===== config.mk =====
export PLATFORM = sky130hd
export DESIGN_NAME = decode_stage
export DESIGN_NICKNAME = d
export VERILOG_FILES = /design/src/rtl/decode_stage_pkg.sv /design/src/rtl/inst_decoder_slot.sv /design/src/rtl/decode_stage.sv
export SDC_FILE = /design/constraint.sdc
export NUM_CORES = 1
export LEC_CHECK = 0
export BUFFER_PORTS_ARGS = -buffer_cell sky130_fd_sc_hd__buf_2
export CORE_MARGIN = 5
export CORE_UTILIZATION = 50
export CTS_CLUSTER_SIZE = 20
export DETAILED_ROUTE_END_ITERATION = 10
export PLACE_DENSITY = 0.89
export SLEW_MARGIN = 0
export SYNTH_ARGS = -nofsm -noshare
export SYNTH_HDL_FRONTEND = slang
export SYNTH_SLANG_ARGS = --single-unit

===== constraint.sdc =====
create_clock -name clk -period 25.1 [get_ports clk]
set_input_delay 5.02 -clock clk [delete_from_list [all_inputs] [get_ports clk]]
set_output_delay 5.02 -clock clk [all_outputs]
set_load 0.03 [all_outputs]

===== src/rtl/decode_stage_pkg.sv =====
// Shared MIPS32 decode types: operation enum, opcode/funct/REGIMM-rt codes, per-slot decoded struct.
// Trap operations stay in the enum whether or not DECODE_TRAP_EN is defined.
package decode_stage_pkg;

    typedef enum logic [6:0] {
        OP_INVALID,
        OP_SLL, OP_SRL, OP_SRA, OP_SLLV, OP_SRLV, OP_SRAV, OP_JR, OP_JALR,
        OP_MOVZ, OP_MOVN, OP_SYSCALL, OP_BREAK, OP_MFHI, OP_MTHI, OP_MFLO, OP_MTLO,
        OP_MULT, OP_MULTU, OP_DIV, OP_DIVU, OP_ADD, OP_ADDU, OP_SUB, OP_SUBU,
        OP_AND, OP_OR, OP_XOR, OP_NOR, OP_SLT, OP_SLTU,
        OP_TGE, OP_TGEU, OP_TLT, OP_TLTU, OP_TEQ, OP_TNE,
        OP_BLTZ, OP_BGEZ, OP_BLTZAL, OP_BGEZAL,
        OP_ADDI, OP_ADDIU, OP_SLTI, OP_SLTIU, OP_ANDI, OP_ORI, OP_XORI, OP_LUI,
        OP_BEQ, OP_BNE, OP_BLEZ, OP_BGTZ,
        OP_LB, OP_LH, OP_LW, OP_LBU, OP_LHU, OP_SB, OP_SH, OP_SW,
        OP_J, OP_JAL
    } operation_t;

    localparam logic [5:0] OPC_SPECIAL = 6'h00, OPC_REGIMM = 6'h01, OPC_J = 6'h02, OPC_JAL = 6'h03,
        OPC_BEQ = 6'h04, OPC_BNE = 6'h05, OPC_BLEZ = 6'h06, OPC_BGTZ = 6'h07,
        OPC_ADDI = 6'h08, OPC_ADDIU = 6'h09, OPC_SLTI = 6'h0A, OPC_SLTIU = 6'h0B,
        OPC_ANDI = 6'h0C, OPC_ORI = 6'h0D, OPC_XORI = 6'h0E, OPC_LUI = 6'h0F,
        OPC_LB = 6'h20, OPC_LH = 6'h21, OPC_LW = 6'h23, OPC_LBU = 6'h24, OPC_LHU = 6'h25,
        OPC_SB = 6'h28, OPC_SH = 6'h29, OPC_SW = 6'h2B;

    localparam logic [5:0] FN_SLL = 6'h00, FN_SRL = 6'h02, FN_SRA = 6'h03, FN_SLLV = 6'h04,
        FN_SRLV = 6'h06, FN_SRAV = 6'h07, FN_JR = 6'h08, FN_JALR = 6'h09, FN_MOVZ = 6'h0A,
        FN_MOVN = 6'h0B, FN_SYSCALL = 6'h0C, FN_BREAK = 6'h0D, FN_MFHI = 6'h10, FN_MTHI = 6'h11,
        FN_MFLO = 6'h12, FN_MTLO = 6'h13, FN_MULT = 6'h18, FN_MULTU = 6'h19, FN_DIV = 6'h1A,
        FN_DIVU = 6'h1B, FN_ADD = 6'h20, FN_ADDU = 6'h21, FN_SUB = 6'h22, FN_SUBU = 6'h23,
        FN_AND = 6'h24, FN_OR = 6'h25, FN_XOR = 6'h26, FN_NOR = 6'h27, FN_SLT = 6'h2A,
        FN_SLTU = 6'h2B, FN_TGE = 6'h30, FN_TGEU = 6'h31, FN_TLT = 6'h32, FN_TLTU = 6'h33,
        FN_TEQ = 6'h34, FN_TNE = 6'h36;

    localparam logic [4:0] RT_BLTZ = 5'h00, RT_BGEZ = 5'h01, RT_BLTZAL = 5'h10, RT_BGEZAL = 5'h11;

    typedef struct packed {
        operation_t  op;
        logic [4:0]  rs;
        logic [4:0]  rt;
        logic [4:0]  rd;
        logic [4:0]  sa;
        logic [31:0] imm;
        logic [25:0] jidx;
        logic        ri;
    } decoded_inst_t;

endpackage


===== src/rtl/inst_decoder_slot.sv =====
// Combinational single-slot MIPS32 decoder. Define DECODE_TRAP_EN to decode the
// conditional trap functions; otherwise they raise a reserved-instruction flag.
module inst_decoder_slot
    import decode_stage_pkg::*;
(
    input  logic          valid_i,
    input  logic [31:0]   inst_i,
    output decoded_inst_t dec_o
);
    logic [5:0]  opc;
    operation_t  op;
    logic [31:0] imm;

    assign opc = inst_i[31:26];

    always_comb begin
        op = OP_INVALID;
        case (opc)
            OPC_SPECIAL: begin
                case (inst_i[5:0])
                    FN_SLL:  op = OP_SLL;   FN_SRL:  op = OP_SRL;   FN_SRA:  op = OP_SRA;
                    FN_SLLV: op = OP_SLLV;  FN_SRLV: op = OP_SRLV;  FN_SRAV: op = OP_SRAV;
                    FN_JR:   op = OP_JR;    FN_JALR: op = OP_JALR;  FN_MOVZ: op = OP_MOVZ;
                    FN_MOVN: op = OP_MOVN;  FN_SYSCALL: op = OP_SYSCALL; FN_BREAK: op = OP_BREAK;
                    FN_MFHI: op = OP_MFHI;  FN_MTHI: op = OP_MTHI;  FN_MFLO: op = OP_MFLO;
                    FN_MTLO: op = OP_MTLO;  FN_MULT: op = OP_MULT;  FN_MULTU: op = OP_MULTU;
                    FN_DIV:  op = OP_DIV;   FN_DIVU: op = OP_DIVU;  FN_ADD:  op = OP_ADD;
                    FN_ADDU: op = OP_ADDU;  FN_SUB:  op = OP_SUB;   FN_SUBU: op = OP_SUBU;
                    FN_AND:  op = OP_AND;   FN_OR:   op = OP_OR;    FN_XOR:  op = OP_XOR;
                    FN_NOR:  op = OP_NOR;   FN_SLT:  op = OP_SLT;   FN_SLTU: op = OP_SLTU;
`ifdef DECODE_TRAP_EN
                    FN_TGE:  op = OP_TGE;   FN_TGEU: op = OP_TGEU;  FN_TLT:  op = OP_TLT;
                    FN_TLTU: op = OP_TLTU;  FN_TEQ:  op = OP_TEQ;   FN_TNE:  op = OP_TNE;
`else
                    FN_TGE, FN_TGEU, FN_TLT, FN_TLTU, FN_TEQ, FN_TNE: op = OP_INVALID;
`endif
                    default: op = OP_INVALID;
                endcase
            end
            OPC_REGIMM: begin
                case (inst_i[20:16])
                    RT_BLTZ:   op = OP_BLTZ;   RT_BGEZ:   op = OP_BGEZ;
                    RT_BLTZAL: op = OP_BLTZAL; RT_BGEZAL: op = OP_BGEZAL;
                    default:   op = OP_INVALID;
                endcase
            end
            OPC_J:     op = OP_J;     OPC_JAL:   op = OP_JAL;
            OPC_BEQ:   op = OP_BEQ;   OPC_BNE:   op = OP_BNE;   OPC_BLEZ:  op = OP_BLEZ;
            OPC_BGTZ:  op = OP_BGTZ;  OPC_ADDI:  op = OP_ADDI;  OPC_ADDIU: op = OP_ADDIU;
            OPC_SLTI:  op = OP_SLTI;  OPC_SLTIU: op = OP_SLTIU; OPC_ANDI:  op = OP_ANDI;
            OPC_ORI:   op = OP_ORI;   OPC_XORI:  op = OP_XORI;  OPC_LUI:   op = OP_LUI;
            OPC_LB:    op = OP_LB;    OPC_LH:    op = OP_LH;    OPC_LW:    op = OP_LW;
            OPC_LBU:   op = OP_LBU;   OPC_LHU:   op = OP_LHU;   OPC_SB:    op = OP_SB;
            OPC_SH:    op = OP_SH;    OPC_SW:    op = OP_SW;
            default:   op = OP_INVALID;
        endcase
    end

    always_comb begin
        case (opc)
            OPC_SPECIAL, OPC_J, OPC_JAL: imm = '0;
            OPC_ANDI, OPC_ORI, OPC_XORI: imm = {16'h0, inst_i[15:0]};
            OPC_LUI:                     imm = {inst_i[15:0], 16'h0};
            default:                     imm = {{16{inst_i[15]}}, inst_i[15:0]};
        endcase
    end

    // Empty and reserved slots carry zeroed fields so downstream never sees stale bits.
    always_comb begin
        dec_o    = '0;
        dec_o.op = OP_INVALID;
        if (valid_i && op == OP_INVALID) begin
            dec_o.ri = 1'b1;
        end else if (valid_i) begin
            dec_o.op   = op;
            dec_o.rs   = inst_i[25:21];
            dec_o.rt   = inst_i[20:16];
            dec_o.rd   = inst_i[15:11];
            dec_o.sa   = inst_i[10:6];
            dec_o.imm  = imm;
            dec_o.jidx = (op == OP_J || op == OP_JAL) ? inst_i[25:0] : '0;
        end
    end

endmodule


===== src/rtl/decode_stage.sv =====
// Registered multi-slot MIPS32 decode stage with in-order partial accept and flush.
// DECODE_TRAP_EN (see inst_decoder_slot) enables trap decode.
module decode_stage
    import decode_stage_pkg::*;
#(
    parameter int DECODE_WIDTH = 2,
    parameter int CNT_W        = $clog2(DECODE_WIDTH + 1)
) (
    input  logic                               clk,
    input  logic                               rst,
    input  logic                               flush,
    input  logic [DECODE_WIDTH-1:0]            in_valid,
    input  logic [DECODE_WIDTH-1:0][31:0]      in_inst,
    input  logic [DECODE_WIDTH-1:0][31:0]      in_pc,
    output logic                               in_ready,
    output logic [DECODE_WIDTH-1:0]            out_valid,
    output operation_t [DECODE_WIDTH-1:0]      out_op,
    output logic [DECODE_WIDTH-1:0][4:0]       out_rs,
    output logic [DECODE_WIDTH-1:0][4:0]       out_rt,
    output logic [DECODE_WIDTH-1:0][4:0]       out_rd,
    output logic [DECODE_WIDTH-1:0][4:0]       out_sa,
    output logic [DECODE_WIDTH-1:0][31:0]      out_imm,
    output logic [DECODE_WIDTH-1:0][25:0]      out_jidx,
    output logic [DECODE_WIDTH-1:0][31:0]      out_pc,
    output logic [DECODE_WIDTH-1:0]            out_ri,
    input  logic [CNT_W-1:0]                   out_accept
);
    decoded_inst_t [DECODE_WIDTH-1:0]       dec, slot_q, slot_d;
    logic          [DECODE_WIDTH-1:0][31:0] pc_q, pc_d;
    logic          [DECODE_WIDTH-1:0]       valid_q, valid_d;
    logic          [CNT_W-1:0]              held, acc;
    logic                                   load;

    for (genvar g = 0; g < DECODE_WIDTH; g++) begin : g_slot
        inst_decoder_slot u_dec (
            .valid_i (in_valid[g]),
            .inst_i  (in_inst[g]),
            .dec_o   (dec[g])
        );
        assign out_op[g]   = slot_q[g].op;
        assign out_rs[g]   = slot_q[g].rs;
        assign out_rt[g]   = slot_q[g].rt;
        assign out_rd[g]   = slot_q[g].rd;
        assign out_sa[g]   = slot_q[g].sa;
        assign out_imm[g]  = slot_q[g].imm;
        assign out_jidx[g] = slot_q[g].jidx;
        assign out_ri[g]   = slot_q[g].ri;
    end

    assign out_valid = valid_q;
    assign out_pc    = pc_q;

    always_comb begin
        held = '0;
        for (int i = 0; i < DECODE_WIDTH; i++) held += CNT_W'(valid_q[i]);
        acc = (out_accept > held) ? held : out_accept;
    end

    assign in_ready = (held == acc) && !flush;
    assign load     = in_ready && |in_valid;

    // Vacated slots fall back to the all-zero (OP_INVALID) entry.
    always_comb begin
        slot_d  = '0;
        pc_d    = '0;
        valid_d = '0;
        if (!flush) begin
            if (load) begin
                slot_d  = dec;
                valid_d = in_valid;
                for (int i = 0; i < DECODE_WIDTH; i++) pc_d[i] = in_valid[i] ? in_pc[i] : '0;
            end else begin
                for (int s = 0; s <= DECODE_WIDTH; s++) begin
                    if (int'(acc) == s) begin
                        for (int i = 0; i + s < DECODE_WIDTH; i++) begin
                            slot_d[i]  = slot_q[i+s];
                            pc_d[i]    = pc_q[i+s];
                            valid_d[i] = valid_q[i+s];
                        end
                    end
                end
            end
        end
    end

    always_ff @(posedge clk or posedge rst) begin
        if (rst) begin
            slot_q  <= '0;
            pc_q    <= '0;
            valid_q <= '0;
        end else begin
            slot_q  <= slot_d;
            pc_q    <= pc_d;
            valid_q <= valid_d;
        end
    end

`ifndef SYNTHESIS
    logic [DECODE_WIDTH-1:0] vld_inc;
    assign vld_inc = in_valid + DECODE_WIDTH'(1);

    always @(posedge clk) begin
        if (!rst) begin
            assert ((in_valid & vld_inc) == '0)
                else $error("decode_stage: in_valid not left-aligned: %b", in_valid);
            assert (out_accept <= held)
                else $error("decode_stage: out_accept %0d exceeds held %0d", out_accept, held);
        end
    end
`endif

endmodule

==> reports/metrics.csv, run 1 <==
metric,value,unit
arrival,6330,ps
drive_gt1_share,30.3,%
critPathLaunchType,input port,
skew,10.5,ps
sw_frac_of_total,44.1,%
buffer_count_from_post_cts_setup_fixing,0,
combPwrFrac,40.6,%
min_path_type,reg2reg,
gpl.final_weighted_congestion,0.934,
power.net_switching,653,uW
starting_density_of_the_core,50.9,%
floorplan.die.height,162,um
asyncSetResetFlopFracSynth,100,%
r2r_slack,21190,ps
synth_cell_type_count,64,
grt.overflow.total,0,
total_leakage_power,7.41,nW
fin_nets,1597,
holdWs,471,ps
wire_length_of_the_first_global_routing_pass,63.7,mm
p_per_area,103,nW/um^2
worst-r2r-cell-count,11,
timing.final.setup_violations,0,
synthesis.instances,1137,
path_max_fanout,4,
first_pass_iters,6,
synth_sequential_area_ratio,51.1,%
outcome,finished clean,
final_min_period_over_clock_period,45.2,%
final.setup.tns,0,ps
placed_cells_incl_taps,1700,
wire_per_inst,23.8,um
ir_drop,79.5,uV
syn-mean-instance-area,10.2,sq um
finalHoldViolations,0,
power.internal,827,uW
finalNonFillerCells,1751,
share_clk_of_total_power,25.3,%
cts_tree,done,
number_of_synthesized_register_bits,236,
number_of_synthesized_flops_with_an_enable_pin,0,
synth_area_leaders,"sky130_fd_sc_hd__dfrtp_1 51%, sky130_fd_sc_hd__a22o_1 14%, sky130_fd_sc_hd__o21ai_0 4.4%, sky130_fd_sc_hd__a22oi_1 3.9%, sky130_fd_sc_hd__nand2_1 3.8%",
max_slew.worst_pin.slew,1280,ps
grt_max_degree,105,
drt.antenna.violating_nets,0,
fmaxAchievable,88.1,MHz
vias_in_the_first_global_route,11200,
final_util,63.2,%
totalPowerFinal,1.48,mW
cts.repair.resized,0,
ys_warn_count,0,
most_frequent_standard_cell_in_the_layout_excluding_fill_and_tap_cells,sky130_fd_sc_hd__buf_2,
grt_setup_unrepaired,false,
via_count,11400,
synth.largest_area_cell,sky130_fd_sc_hd__dfrtp_1,
place_ws,13760,ps
avg_vias_per_cell,6.51,
clk_root_buf,sky130_fd_sc_hd__clkbuf_16,
initial_antenna_violation_count,3,
numClockSinks,236,
postRouteWirelength,41.7,mm
cp_data_required_time,20080,ps
drtIter0Drc,1609,
final_design_area_no_fill,14300,sq um
design.portCount,374,
timing.final.max_slew_violations,0,
ys.flop_type,sky130_fd_sc_hd__dfrtp_1,
drc,0,
track_usage,30.2,%
cts.hold.buffers_added,0,
detailedPlacementHpwl,28.7,mm
max-cap-violations,0,
final_cell_mix,"371 x sky130_fd_sc_hd__buf_2, 236 x sky130_fd_sc_hd__dfrtp_1, 179 x sky130_fd_sc_hd__a22o_1",
critical_path.endpoint_type,primary output,
cts-root-to-sink-buffers,3,
synthesis.area,11600,sq um
horiz_die_dim,162,um
area_delta_synth_final,24.1,%
die_area,26300,sq um
number_of_cells_on_the_worst_hold_path,2,
core.rowCount,55,
setup_ws,13750,ps
synth_top_area_share,51.1,%
clock_insertion_delay_worst_skew,530,ps
period_minus_slack,11350,ps
core_area,22700,sq um
timing_worst_setup_path_type,in2out,
buffers_on_ports,371,
cts_htree_levels,1,
worst_setup_hold_path_clk_slew,60,ps
cts_buffers,26,
seqPwrFrac,34.1,%
slew-limit-headroom,14.3,%
dpl-instance-area,13500,sq um
registers in the layout, summed over array words and instances (netlist names):
name       count
out_imm       64
out_jidx      52
out_op        12
out_pc        64
out_rd        10
out_ri         2
out_rs        10
out_rt        10
out_sa        10
out_valid      2
layout make-up:
cell class / instances / area (sq um)
Timing Repair Buffer: 388 / 1980
Tap cell: 285 / 357
Antenna cell: 3 / 7.51
Sequential cell: 236 / 5910
Multi-Input combinational cell: 774 / 5170
Fill cell: 1779 / 8360
Inverter: 17 / 71.3
Clock inverter: 4 / 35.0
Clock buffer: 44 / 818
routing by layer:
| layer | vias to the layer above | share of wire [%] | GRT usage [%] |
|---|---|---|---|
| li1 | 4867 | - | - |
| met1 | 5609 | 37 | 39.7 |
| met2 | 807 | 48 | 49.4 |
| met3 | 123 | 11 | 6.17 |
| met4 | 0 | 4.1 | 11.8 |
| met5 | - | 0 | 0 |
worst paths after layout:
check / startpoint / endpoint
setup / recovery: out_accept[1] / in_ready
hold / removal: out_jidx[15] / out_jidx[15]
setup reg to reg: out_valid[0] / out_pc[25]
hold reg to reg: out_jidx[15] / out_jidx[15]
max in group asynchronous: rst / out_imm[11]
min in group asynchronous: rst / out_jidx[17]
power groups by stage:
stage | sequential [mW] | clock, mW | combinational (mW)
after floorplan | 0.637 | 0 | 0.264
after global placement | 0.505 | 0 | 0.584
after detailed placement | 0.507 | 0 | 0.592
after CTS | 0.503 | 0.378 | 0.597
after global routing | 0.512 | 0.397 | 0.633
final | 0.505 | 0.375 | 0.601
Yosys cell counts, drive strengths merged, types with 3 or more instances:
cell type and n:
dfrtp 236, a22o 179, nand2 116, o21ai 105, clkbuf 86, a22oi 60, nor2 60, a21oi 37
buf 25, a32o 24, ha 19, inv 17, and3 16, nand2b 13, nand3 12, nor3 12
a31oi 10, nor2b 10, mux2i 8, o211ai 7, nor3b 5, nor4b 5, o31ai 5, nand3b 4
a211o 3, a21boi 3, a21o 3, and2 3, and3b 3, nand4 3, o311ai 3, or2 3
xnor2 3, xor2 3
logic make-up (layout without fill, tap and decap cells):
group | count (synthesis) | after routing | share of synthesized area, %
muxes | 10 | 10 | 0.888
other | 1 | 5 | 0.0324
xor gates and xnor gates | 6 | 6 | 0.455
DFF | 236 | 236 | 51.1
and+or+nand+nor | 277 | 277 | 11.4
adders and majority gates | 19 | 19 | 2.06
AOI/OAI and AO/OA | 460 | 460 | 29.4
buffers and inverters | 128 | 453 | 4.62
worst max-delay path: stages:
cell                       delay (ps)
sky130_fd_sc_hd__buf_2            110
sky130_fd_sc_hd__inv_1             50
sky130_fd_sc_hd__ha_1             290
sky130_fd_sc_hd__nor2b_1          150
sky130_fd_sc_hd__o211ai_1         330
sky130_fd_sc_hd__nand2_1          170
sky130_fd_sc_hd__buf_2            220
Power figures use the tool's default switching activity.
==> inputs of run 2 (changes only) <==
CORE_UTILIZATION = 46   (was 50)
PLACE_DENSITY = 0.86   (was 0.89)
clock period = 10.4 ns   (was 25.1 ns; I/O delays follow)
==> reports/metrics.csv, run 2 (synthesis gave the netlist of run 1 again) <==
metric,value,unit,change
critPathLaunchType,input port,,
track_usage,27.4,%,-2.7 points
initial_antenna_violation_count,0,,-3
buffers_on_ports,371,,unchanged
finalNonFillerCells,1792,,+2.3%
combPwrFrac,40.0,%,-0.6 points
vias_in_the_first_global_route,10700,,-4.5%
drtIter0Drc,1280,,-20%
layout.filler_cells,2156,,+21%
cts_buffers,26,,unchanged
core.rowCount,58,,+5.5%
holdWs,474,ps,+2.66 ps
numClockSinks,236,,unchanged
timing.final.setup_violations,0,,unchanged
seqPwrFrac,33.7,%,-0.4 points
ff_latch_area,5910,sq um,unchanged
detailedPlacementHpwl,28.4,mm,-1.0%
critical_path.endpoint_type,primary output,,
clock_insertion_delay_worst_skew,530,ps,about the same
cts_htree_levels,1,,unchanged
slew-limit-headroom,17.8,%,+3.4 points
clk_root_buf,sky130_fd_sc_hd__clkbuf_16,,
skew,15.0,ps,+4.49 ps
path_max_fanout,4,,unchanged
cts.repair.resized,0,,unchanged
totalPowerFinal,3.60,mW,+140%
period_minus_slack,5470,ps,
grt.overflow.total,0,,unchanged
timing.final.max_slew_violations,0,,unchanged
worst_setup_hold_path_clk_slew,60,ps,about the same
first_pass_iters,5,,-1
floorplan.die.height,169,um,+4.0%
drive_gt1_share,30.4,%,about the same
postRouteWirelength,41.0,mm,-1.6%
cp_data_required_time,8320,ps,-11760 ps
drt.antenna.violating_nets,0,,unchanged
max-cap-violations,0,,unchanged
fin_nets,1596,,-0.063%
wl_met2,19.1,mm,-3.9%
ir_drop,226,uV,+180%
timing_worst_setup_path_type,in2out,,
area_of_the_multi_input_gates,5170,sq um,unchanged
wire_per_inst,22.9,um,-3.8%
met3WireLength,3.87,mm,-16%
sw_frac_of_total,43.7,%,-0.44 points
placed_cells_incl_taps,1744,,+2.6%
area_delta_synth_final,24.8,%,
wire_length_of_the_first_global_routing_pass,62.8,mm,-1.4%
arrival,3390,ps,-2940 ps
final_cell_mix,"371 x sky130_fd_sc_hd__buf_2, 236 x sky130_fd_sc_hd__dfrtp_1, 179 x sky130_fd_sc_hd__a22o_1",,
via_count,11300,,-1.3%
cts.hold.buffers_added,0,,unchanged
starting_density_of_the_core,46.3,%,-4.6 points
avg_vias_per_cell,6.28,,-3.6%
highest_metal_layer_with_signal_wires,met4,,
min_path_type,reg2reg,,
setup_ws,4930,ps,-8820 ps
power.internal,2.03,mW,+150%
met1_length,16.3,mm,+5.2%
core_area,25000,sq um,+9.9%
design.portCount,374,,unchanged
fmaxAchievable,183,MHz,
gpl.final_weighted_congestion,0.921,,-1.4%
max_slew.worst_pin.slew,1230,ps,-51.3 ps
most_frequent_standard_cell_in_the_layout_excluding_fill_and_tap_cells,sky130_fd_sc_hd__buf_2,,
grt_max_degree,237,,+130%
power.net_switching,1.57,mW,+140%
p_per_area,250,nW/um^2,+140%
place_ws,4950,ps,-8820 ps
final_min_period_over_clock_period,52.6,%,
cts_tree,done,,
outcome,finished clean,,
drc,0,,unchanged
finalHoldViolations,0,,unchanged
total_leakage_power,7.42,nW,about the same
buffer_count_from_post_cts_setup_fixing,0,,unchanged
cts-root-to-sink-buffers,3,,unchanged
diodes,0,,-3
grt_setup_unrepaired,false,,
final.setup.tns,0,ps,unchanged
horiz_die_dim,169,um,+4.0%
die_area,28400,sq um,+8.1%
share_clk_of_total_power,26.2,%,+0.9 points
-- run 2: metrics by stage --
stage,util (%),cell area [sq um]
5_1_grt,57.8,14400
6_report,57.8,14400
3_5_place_dp,54.3,13500
4_1_cts,57.8,14400
2_1_floorplan,-,11600
3_3_place_gp,54.3,13500
-- run 2: metal layers --
metal / GRT usage (%) / vias up
met5: 0 / -
met4: 10.4 / 0
met3: 4.65 / 106
met2: 43.7 / 669
met1: 37.8 / 5602
li1: - / 4876
-- run 2: final timing paths --
kind	startpoint	endpoint	slack [ps]	cells past startpoint
worst min-delay path	out_pc[12]	out_pc[12]	470	2
worst max-delay path	out_accept[1]	in_ready	4930	7
worst max register to register	out_valid[1]	out_jidx[3]	6980	10
max in group asynchronous	rst	out_imm[42]	7250	3
min in group asynchronous	rst	out_rs[1]	1670	2
worst min register to register	out_pc[12]	out_pc[12]	470	2
-- run 2: area by class of cell --
type / count / share of cell area (%)
repair buffers: 387 / 13.8
clock inverters: 11 / 1.02
multi-input cells: 774 / 35.8
inverters: 17 / 0.494
clock buffers: 37 / 5.07
well taps: 330 / 2.86
flip-flops and latches: 236 / 40.9
-- run 2: power by group through the flow --
stage	sequential, mW	combinational (mW)	clock [mW]
floorplan	1.54	0.637	0
global placement	1.22	1.42	0
detailed placement	1.22	1.43	0
CTS	1.21	1.44	0.957
global route	1.23	1.53	1.00
finish	1.22	1.44	0.946
-- run 2: worst max-delay path, cell delays in order --
cell and delay [ps]:
sky130_fd_sc_hd__buf_2 120, sky130_fd_sc_hd__inv_1 50, sky130_fd_sc_hd__ha_1 290, sky130_fd_sc_hd__nor2b_1 140, sky130_fd_sc_hd__o211ai_1 310, sky130_fd_sc_hd__nand2_1 180
sky130_fd_sc_hd__buf_2 220
